===== src/rtl/sseg_pkg.sv =====
// Shared seven-segment constants: active-low {g,f,e,d,c,b,a} digit patterns,
// the blank pattern and the all-anodes-off value.
package sseg_pkg;

    localparam logic [6:0] SEG_0     = 7'b1000000;
    localparam logic [6:0] SEG_1     = 7'b1111001;
    localparam logic [6:0] SEG_2     = 7'b0100100;
    localparam logic [6:0] SEG_3     = 7'b0110000;
    localparam logic [6:0] SEG_4     = 7'b0011001;
    localparam logic [6:0] SEG_5     = 7'b0010010;
    localparam logic [6:0] SEG_6     = 7'b0000010;
    localparam logic [6:0] SEG_7     = 7'b1111000;
    localparam logic [6:0] SEG_8     = 7'b0000000;
    localparam logic [6:0] SEG_9     = 7'b0010000;
    localparam logic [6:0] SEG_BLANK = 7'b1111111;

    localparam logic [3:0] AN_OFF    = 4'b1111;

endpackage


===== src/rtl/sseg_decode.sv =====
// Combinational BCD digit to active-low segment decode with a blank override.
module sseg_decode
    import sseg_pkg::*;
(
    input  logic [3:0] digit,
    input  logic       blank,
    output logic [6:0] seg
);

    always_comb begin
        seg = SEG_BLANK;
        if (!blank) begin
            case (digit)
                4'd0:    seg = SEG_0;
                4'd1:    seg = SEG_1;
                4'd2:    seg = SEG_2;
                4'd3:    seg = SEG_3;
                4'd4:    seg = SEG_4;
                4'd5:    seg = SEG_5;
                4'd6:    seg = SEG_6;
                4'd7:    seg = SEG_7;
                4'd8:    seg = SEG_8;
                4'd9:    seg = SEG_9;
                default: seg = SEG_BLANK;
            endcase
        end
    end

endmodule


===== src/rtl/bcd_sseg_counter.sv =====
// Four-decade BCD event counter with a multiplexed, registered seven-segment
// display driver (one digit lit per scan step, anodes and segments active-low).
module bcd_sseg_counter
    import sseg_pkg::*;
#(
    parameter int SCAN_DIV = 100000,
    parameter bit BLANK_LZ = 1'b1
) (
    input  logic        clk,
    input  logic        rst,
    input  logic        inc_tick,
    input  logic        en,
    input  logic        clr,
    output logic [15:0] count,
    output logic        ovf,
    output logic [6:0]  seg,
    output logic        dp,
    output logic [3:0]  an
);

    localparam int             SCW       = $clog2(SCAN_DIV) + 1;
    localparam logic [SCW-1:0] SCAN_LAST = SCW'(SCAN_DIV - 1);

    // Returns {carry_out, value + 1} with each decade rolling 9 -> 0.
    function automatic logic [16:0] bcd_inc(input logic [15:0] v);
        logic [15:0] r;
        logic        c;
        r = v;
        c = 1'b1;
        for (int i = 0; i < 4; i++) begin
            if (c) begin
                if (r[4*i +: 4] == 4'd9) begin
                    r[4*i +: 4] = 4'd0;
                end else begin
                    r[4*i +: 4] = r[4*i +: 4] + 4'd1;
                    c = 1'b0;
                end
            end
        end
        return {c, r};
    endfunction

    logic [15:0]    count_p0;
    logic           ovf_p0;
    logic [16:0]    inc_res;
    logic [SCW-1:0] scan_cnt;
    logic           scan_step;
    logic [1:0]     dig_idx;
    logic [3:0]     lz;
    logic [3:0]     sel_digit;
    logic           sel_blank;
    logic [6:0]     dec_seg;
    logic [6:0]     seg_p1;
    logic [3:0]     an_p1;

    assign inc_res = bcd_inc(count_p0);

    // Stage p0: BCD count, clear has priority over increment
    always_ff @(posedge clk or posedge rst) begin
        if (rst) begin
            count_p0 <= '0;
            ovf_p0   <= 1'b0;
        end else begin
            ovf_p0 <= 1'b0;
            if (clr) begin
                count_p0 <= '0;
            end else if (en && inc_tick) begin
                count_p0 <= inc_res[15:0];
                ovf_p0   <= inc_res[16];
            end
        end
    end

    assign scan_step = (scan_cnt == SCAN_LAST);

    always_ff @(posedge clk or posedge rst) begin
        if (rst) begin
            scan_cnt <= '0;
            dig_idx  <= 2'd0;
        end else if (scan_step) begin
            scan_cnt <= '0;
            dig_idx  <= dig_idx + 2'd1;
        end else begin
            scan_cnt <= scan_cnt + SCW'(1);
        end
    end

    // A digit is a leading zero when it and every higher digit are zero.
    always_comb begin
        lz[3] = (count_p0[15:12] == 4'd0);
        lz[2] = lz[3] && (count_p0[11:8] == 4'd0);
        lz[1] = lz[2] && (count_p0[7:4] == 4'd0);
        lz[0] = 1'b0;
    end

    always_comb begin
        sel_digit = count_p0[3:0];
        case (dig_idx)
            2'd0: sel_digit = count_p0[3:0];
            2'd1: sel_digit = count_p0[7:4];
            2'd2: sel_digit = count_p0[11:8];
            2'd3: sel_digit = count_p0[15:12];
            default: sel_digit = count_p0[3:0];
        endcase
        sel_blank = BLANK_LZ && lz[dig_idx];
    end

    sseg_decode u_decode (
        .digit (sel_digit),
        .blank (sel_blank),
        .seg   (dec_seg)
    );

    // Stage p1: anode and segments latched together on the scan step
    always_ff @(posedge clk or posedge rst) begin
        if (rst) begin
            an_p1  <= AN_OFF;
            seg_p1 <= SEG_BLANK;
        end else if (scan_step) begin
            an_p1  <= ~(4'b0001 << dig_idx);
            seg_p1 <= dec_seg;
        end
    end

    assign count = count_p0;
    assign ovf   = ovf_p0;
    assign seg   = seg_p1;
    assign an    = an_p1;
    assign dp    = 1'b1;

endmodule


===== config.mk =====
export PLATFORM = sky130hd
export DESIGN_NAME = bcd_sseg_counter
export DESIGN_NICKNAME = d
export VERILOG_FILES = /design/src/rtl/sseg_pkg.sv /design/src/rtl/sseg_decode.sv /design/src/rtl/bcd_sseg_counter.sv
export SDC_FILE = /design/constraint.sdc
export NUM_CORES = 1
export LEC_CHECK = 0
export CORE_UTILIZATION = 55
export CTS_CLUSTER_DIAMETER = 60
export DETAILED_ROUTE_END_ITERATION = 10
export MAX_ROUTING_LAYER = met4
export PLACE_DENSITY = 0.8
export SYNTH_ARGS = -nofsm -noshare
export SYNTH_HDL_FRONTEND = slang
export SYNTH_SLANG_ARGS = --single-unit

===== constraint.sdc =====
create_clock -name clk -period 4.9 [get_ports clk]
set_input_delay 0.735 -clock clk [delete_from_list [all_inputs] [get_ports clk]]
set_output_delay 0.735 -clock clk [all_outputs]
set_load 0.005 [all_outputs]

# After elaboration in Yosys (flattened, before gate mapping)
# Memories as Yosys holds them, arrays and structs flattened.
# Index checks and enable logic that the tools add are counted.
word_totals:
  register_bits: 48
  rom_bits: 112
  input_bits: 5
  output_inout_bits: 29
  memories: 1
op_classes:
  add_sub_neg: 6
  magnitude_cmp: 1
  eq_ne: 8
  n_shift: 1
  muxes: 23
  n_bitwise: 1
  n_reduce_logical: 14
memory_table:
  columns: ["name", "depth", "width", "read_ports", "rd_clocked_by_memory_dff", "write_ports", "line", "text"]
  rows:
  - ["(name not given)", 16, 7, 1, 0, 0, "sseg_decode.sv:13", "case (digit)"]
ops:
  columns: ["operator", "n"]
  rows:
  - ["16-bit 2-to-1 mux", 2]
  - ["4-bit 2-to-1 mux", 7]
  - ["18-bit by 1-bit adder with 18-bit output (second input constant)", 1]
  - ["18-bit by 17-bit == test with 1-bit output (second input constant)", 1]
  - ["18-bit 2-to-1 mux", 1]
  - ["4-bit by 1-bit adder with 4-bit output (second input constant)", 4]
  - ["4-bit == test (second input constant)", 4]
  - ["4-bit case mux with 4 select lines", 1]
  - ["4-bit logical NOT", 3]
  - ["1-bit 2-to-1 mux", 10]
  - ["2-bit nonzero test", 4]
  - ["7-bit 2-to-1 mux", 1]
  - ["2-bit AND reduction", 3]
  - ["2-bit == test (second input constant)", 2]
  - ["4-bit inverter", 1]
  - ["1-bit by 2-bit left shift with 4-bit output (first input constant)", 1]
  - ["1-bit logical AND", 3]
  - ["2-bit by 3-bit < comparator with 1-bit output (second input constant)", 1]
  - ["2-bit by 1-bit adder with 2-bit output (second input constant)", 1]
  - ["1-bit binary-select mux with 2-bit select", 1]
  - ["2-bit by 1-bit == test with 1-bit output (second input constant)", 1]
  - ["2-bit logical NOT", 1]

# Depth between registers and ports, before layout
# Gate-level depths: netlist of the first run.
depth:
  depth_word: 7
  mapped_depth: 9
  mapped_depth_nobuf: 9

# Hierarchy
# A second synthesis of the first run with hierarchy kept.
unflattened:
  cells_unflattened: 283
  area_unflattened_um2: 2839.0
modules_own_cells:
  columns: ["module", "n_inst", "cells_per_inst", "area_each_um2", "seq_area_each_um2"]
  rows:
  - ["bcd_sseg_counter", 1, 250, 2602.5, 1214.9]
  - ["sseg_decode", 1, 33, 236.5, 0.0]

# Worst setup path before layout of the first run
# Ideal clock, no wire load.
synth_path:
  kind: "reg2reg"
  start: "register dig_idx[0]"
  end: "register seg_p1[1], in the netlist seg[1]"
  setup_time_ns: 0.073
  arrival_ns: 2.004
  t_required_ns: 4.827
  setup_slack_ns: 2.823
  stages_incl_launch_ff: 9
  n_path_buf: 0
  path_cell_list: "dfrtp_1 inv_1 ha_1 a222oi_1 mux2_2 inv_1 ha_1 or2_2 a21oi_1"
synth_between:
  elab_chain_len: 4
synth_lines:
  columns: ["item", "line", "text"]
  rows:
  - ["start, declared", "bcd_sseg_counter.sv:48", "logic [1:0] dig_idx;"]
  - ["start signal, assigned", "bcd_sseg_counter.sv:82", "dig_idx <= dig_idx + 2'd1;"]
  - ["2-bit == test (tied with other cells)", "bcd_sseg_counter.sv:98", "case (dig_idx)"]
  - ["4-bit case mux with 4 select lines", "bcd_sseg_counter.sv:98", null]
  - ["memory read 16 x 7 bit", null, null]
  - ["7-bit 2-to-1 mux (*)", "sseg_decode.sv:12", "if (!blank) begin"]
  - ["end signal, assigned", "bcd_sseg_counter.sv:121", "seg_p1 <= dec_seg;"]
  - ["end, declared", "bcd_sseg_counter.sv:53", "logic [6:0] seg_p1;"]
# Mark *: on every way between the ends. The rest lies on a longest branch, timed or not. The select of a mux whose other input is x is not followed.
# A chain may end at the register's enable or synchronous reset.

# Final worst setup path of the first run
# Ends and elaborated chain as after synthesis.

==> results of run 1 <==
==> state kept, by name, indices dropped and copies added, names as in the netlist <==
name,flops
ovf,1
dig_idx,2
seg,7
scan_cnt,18
count,16
an,4
==> stage by stage <==
stage | hold slack, ps | power [mW] | util
after floorplan | 445.8 | 0.4631 | -
after global placement | 464.0 | 0.4961 | 0.6466
after detailed placement | 474.5 | 0.4976 | 0.6466
after CTS | 488.1 | 0.7802 | 0.6694
after global routing | 499.9 | 0.8086 | 0.6694
final | 486.6 | 0.7759 | 0.6694
==> layout make-up <==
class | count | area [sq um] | share of cell area
flip-flops and latches | 48 | 1215 | 0.3843
well taps | 67 | 83.83 | 0.02651
inverters | 17 | 63.81 | 0.02018
multi-input cells | 193 | 1371 | 0.4337
repair buffers | 32 | 320.3 | 0.1013
clock buffers | 6 | 72.57 | 0.02295
clock inverters | 2 | 35.03 | 0.01108
==> final timing paths <==
check	start	end	slack [ps]	depth (start not counted)
setup / recovery	dig_idx[0]	seg[1]	2540	8
hold / removal	scan_cnt[17]	scan_cnt[17]	490	1
setup reg to reg	dig_idx[0]	seg[1]	2540	8
hold reg to reg	scan_cnt[17]	scan_cnt[17]	490	1
max in group asynchronous	rst	count[10]	3320	2
min in group asynchronous	rst	scan_cnt[6]	970	2
==> metal layers <==
layer / GRT usage / share of wire
met1: 0.3208 / 0.44
met2: 0.3931 / 0.50
met3: 0.04722 / 0.036
met4: 0.08932 / 0.019
met5: - / 0
==> power groups by stage <==
| stage | Sequential, mW | Clock, mW | Combinational, mW |
|---|---|---|---|
| 2_1_floorplan | 0.423 | 0 | 0.0398 |
| 3_3_place_gp | 0.427 | 0 | 0.0692 |
| 3_5_place_dp | 0.427 | 0 | 0.0702 |
| 4_1_cts | 0.420 | 0.289 | 0.0716 |
| 5_1_grt | 0.421 | 0.306 | 0.0813 |
| 6_report | 0.420 | 0.285 | 0.0709 |
==> synthesized netlist by cell type (3+ instances only) <==
cell,instances,area share
ha_1,17,0.079
nand3_1,11,0.020
and2_1,4,0.0093
and3b_1,3,0.0098
dfstp_2,11,0.11
o21ai_0,16,0.030
nor2_1,30,0.042
nand4_1,4,0.0093
inv_1,17,0.024
or2_2,4,0.0093
nor3_1,4,0.0074
a222oi_1,4,0.015
nand2_1,23,0.032
a21oi_1,12,0.022
dfrtp_1,37,0.34
nor2b_1,3,0.0070
mux2_2,6,0.025
xor2_1,6,0.020
xnor2_1,14,0.046
==> cells by family after synthesis <==
group | synth area share
AOI/OAI and AO/OA | 0.1113
xor gates and xnor gates | 0.06518
adders and majority gates | 0.07914
buffers and inverters | 0.03771
DFF | 0.4521
muxes | 0.02886
other | 0.001395
and+or+nand+nor | 0.2244
==> metrics.txt, run 1 <==
Final Hold Fails 0; Starting Density 0.5690; CP max FO 6; Synthesis Warnings 0; Max Clk Rate 0.4240 GHz; fin crit share 0.4813; post-route ant nets 0; # IOs 34; Syn Std Cell Area 2688 sq um; #FFs+latches synth 48; insertion delay to the later sink of the worst-skew pair 310 ps; Clock power frac 0.367; Max-cap violations 0; die area 5170 sq um; GRT overflow 0; switching pwr 0.1861 mW; Cells after Synth 262; largest net degree at the start of global routing 49; Vias/cell 5.512; DRT Pass-1 Iters 4; Worst-Margin Slew 977.8 ps; # placed instances 357; CTS Buf Count 5; DR WL/cell 14.96 um; GRT Overall Usage 0.2481; Residual DRC 0; Mapped Nets 284; worst slack, placed 2559 ps; Rows 25; most frequent cells in the layout dfrtp_1, clkdlybuf4s50_1, nor2_1; PostCTS Resize Cnt 0; first-pass GRT wire length 9.604 mm; HP Class reg2reg; clk sinks 48; crit-path cells inv_1 -> ha_1 -> a222oi_1 -> mux2_2 -> inv_1 -> ha_1 -> or2_2 -> a21oi_1; Critical Path AT 2600 ps; Unique masters post-synth 49; Final setup viols 0; hold buffer count at cts 0; CP peak stage delay 430 ps; RSZ-0062 raised after global routing false; crit path kind reg2reg; postcts setup bufs 0; Iter 0 DRT Violations 156; CP required 5140 ps; CP delay by family, top adder cells; CTS max path bufs 2; Sw Ratio 0.2399; design area 3162 sq um; P_int 0.5897 mW; Peak VDD IR 145.6 uV; Leakage Power 1.320 nW; final wirelength 5.462 mm; initial antenna violation count 0; Synth async-reset ratio 1.000; DR vias 2012; Die Ht 71.91 um; final setup margin 2542 ps; Final Skew 12.70 ps; filler instances 359; Final Max Slew Viols 0; Pwr Density 245.4 nW/um^2; Slew HR 0.3472; EDFF count, synth 0; Area after DPL 3054 sq um; outcome completed; post-DP HPWL 3.897 mm; antenna diode instance count 0; Final Critical Period 2358 ps; layout cells sized above 1 0.1376; global placement routability congestion 0.8804; root buf cell clkbuf_8; core area 4723 sq um; Synth-to-Final Area Change 17.64%; CTS tree done; Max H-tree Level 2; leading cell type in the layout, fill and taps excluded dfrtp_1; Worst-path clk slew 90 ps; type of origin of the critical path register; Final nets 319; die width 71.91 um; port bufs 32; Critical Path End Type register; part of the Yosys area used for sequential elements 0.4520; slowest CP cell dfrtp_1; vias in the first global route 2020; CP bufs+invs 2; TNS Setup 0 ps; Cell Count, Final, Fillers Out 365; power share of the sequential group 0.541; Mean Syn Cell Area 10.26 sq um; Comb power frac 0.091; Post-synth top flop dfrtp_1
No activity file was read; power rests on OpenSTA's default activity.
==> inputs of run 2 (changes only) <==
- clock period: 4.9 -> 2.2 ns (I/O delays scaled with it)
==> run 2 against run 1 <==
Against the previous run: critical path depth grew 1; wire length is 5.4% higher; final area grew 5.3%; critical path type unchanged; largest cell class unchanged.
==> metrics.txt, run 2 (synthesis results as in run 1) <==
outcome completed; initial antenna violation count 0; Final Max Slew Viols 0; max reg flops 18; r2r startpoint dig_idx[1]; hold buffer count at cts 0; Critical Path AT 2330 ps; crit path kind reg2reg; core area 4723 sq um; leading cell type in the layout, fill and taps excluded dfrtp_1; Pwr Density 542.7 nW/um^2; die width 71.91 um; CP peak stage delay 440 ps; global placement routability congestion 0.8434; CP delay by family, top compound AO/OA/AOI/OAI gates; fin crit share 0.9571; Peak VDD IR 333.7 uV; die area 5170 sq um; Crit Reg-Reg Endpoint seg[5]; Core Util, Final 0.7052; CP required 2420 ps; Critical Path End Type register; Final Hold Fails 0; HP Class in2async; Final Critical Period 2106 ps; CTS Buf Count 5; FF-to-FF setup slack 90 ps; Die Ht 71.91 um; Cell Count, Final, Fillers Out 376; crit-path cells buf_4 -> ha_4 -> a222oi_1 -> mux2_4 -> inv_1 -> ha_1 -> o21a_1 -> o31ai_1 -> a21oi_1; post-route ant nets 0; Rows 25; final wirelength 5.759 mm; Vias/cell 5.463; largest net degree at the start of global routing 49; most frequent cells in the layout dfrtp_1, clkdlybuf4s50_1, nor2_1; vias in the first global route 2122; insertion delay to the later sink of the worst-skew pair 300 ps; Max Clk Rate 0.4749 GHz; post-DP HPWL 4.119 mm; type of origin of the critical path register; CTS max path bufs 2; Worst-path clk slew 90 ps; # placed instances 365; clk sinks 48; antenna diode instance count 0; Largest Register scan_cnt; # IOs 34; Starting Density 0.5690; DR WL/cell 15.32 um; Iter 0 DRT Violations 129; CP max FO 5; Synth-to-Final Area Change 23.93%; layout cells sized above 1 0.1974; Final Skew 7.441 ps; DR vias 2054; Final setup viols 0; Max H-tree Level 2; filler instances 343; CTS tree done; Area after DPL 3127 sq um; first-pass GRT wire length 9.584 mm; GRT overflow 0; design area 3331 sq um; CP bufs+invs 2; port bufs 32; slowest CP cell dfrtp_1; Max-cap violations 0; GRT Overall Usage 0.2457; root buf cell clkbuf_8; Leakage Power 1.398 nW; Residual DRC 0; Pwr Total 1.807 mW; Final nets 330; DRT Pass-1 Iters 4; worst reg-to-reg path cell count 9
-- run 2: cell count changes in the layout (fill, tap and decap cells not counted), moves of 2 or more --
cell      before  now
clkbuf_8       5    7
ha_1          17   12
mux2_4         0    2
buf_4          0   10
ha_4           0    3
mux2_2         6    4
ha_2           0    2
-- run 2: layout make-up --
type	count	area, sq um	area share
Timing Repair Buffer	43	415.4	0.1247
Clock buffer	7	96.34	0.02893
Multi-Input combinational cell	193	1425	0.4279
Inverter	17	63.81	0.01916
Tap cell	67	83.83	0.02517
Clock inverter	1	30.03	0.009016
Sequential cell	48	1216	0.3651
-- run 2: power by group --
part	switching (mW)	total (mW)	leakage, nW	internal, mW
clock	0.301	0.702	0.0645	0.401
combinational	0.0866	0.171	0.725	0.0846
sequential	0.0336	0.934	0.608	0.901
total	0.421	1.81	1.40	1.39
-- run 2: stage by stage --
step                      worst slack [ps]  setup TNS (ps)  hold WS [ps]
after floorplan                      122.6               0         445.8
final                                94.33               0         377.8
after detailed placement             12.08               0         485.5
after global placement               113.1               0         472.3
after global routing                -1.891          -1.891         396.7
after CTS                            19.07               0         388.9
-- run 2: tightest hold or removal path, stage by stage --
cell	delay, ps
clkdlybuf4s50_1	410
inv_2	70
buf_12	240
-- run 2: worst max path at each step --
| stage | startpoint | to | slack, ps | cells past startpoint |
|---|---|---|---|---|
| finish | dig_idx[1] | seg[5] | 90 | 9 |
| detailed placement | dig_idx[0] | seg[1] | 10 | 8 |
| floorplan | dig_idx[0] | seg[1] | 120 | 8 |
| global placement | dig_idx[0] | seg[1] | 110 | 8 |
| CTS | dig_idx[0] | seg[1] | 20 | 8 |
| global route | dig_idx[1] | seg[5] | -2 | 9 |
-- run 2: timing repair --
action	4_1_cts	5_1_grt
resized for setup	0	12
setup buffers	1	2
pin swaps	0	1
setup endpoints to repair	1	3
-- run 2: layer usage --
| layer | global-route usage | wire length, um |
|---|---|---|
| met1 | 0.2934 | 2554 |
| met2 | 0.4266 | 2970 |
| met3 | 0.04583 | 168 |
| met4 | 0.06972 | 67 |
| met5 | - | 0 |
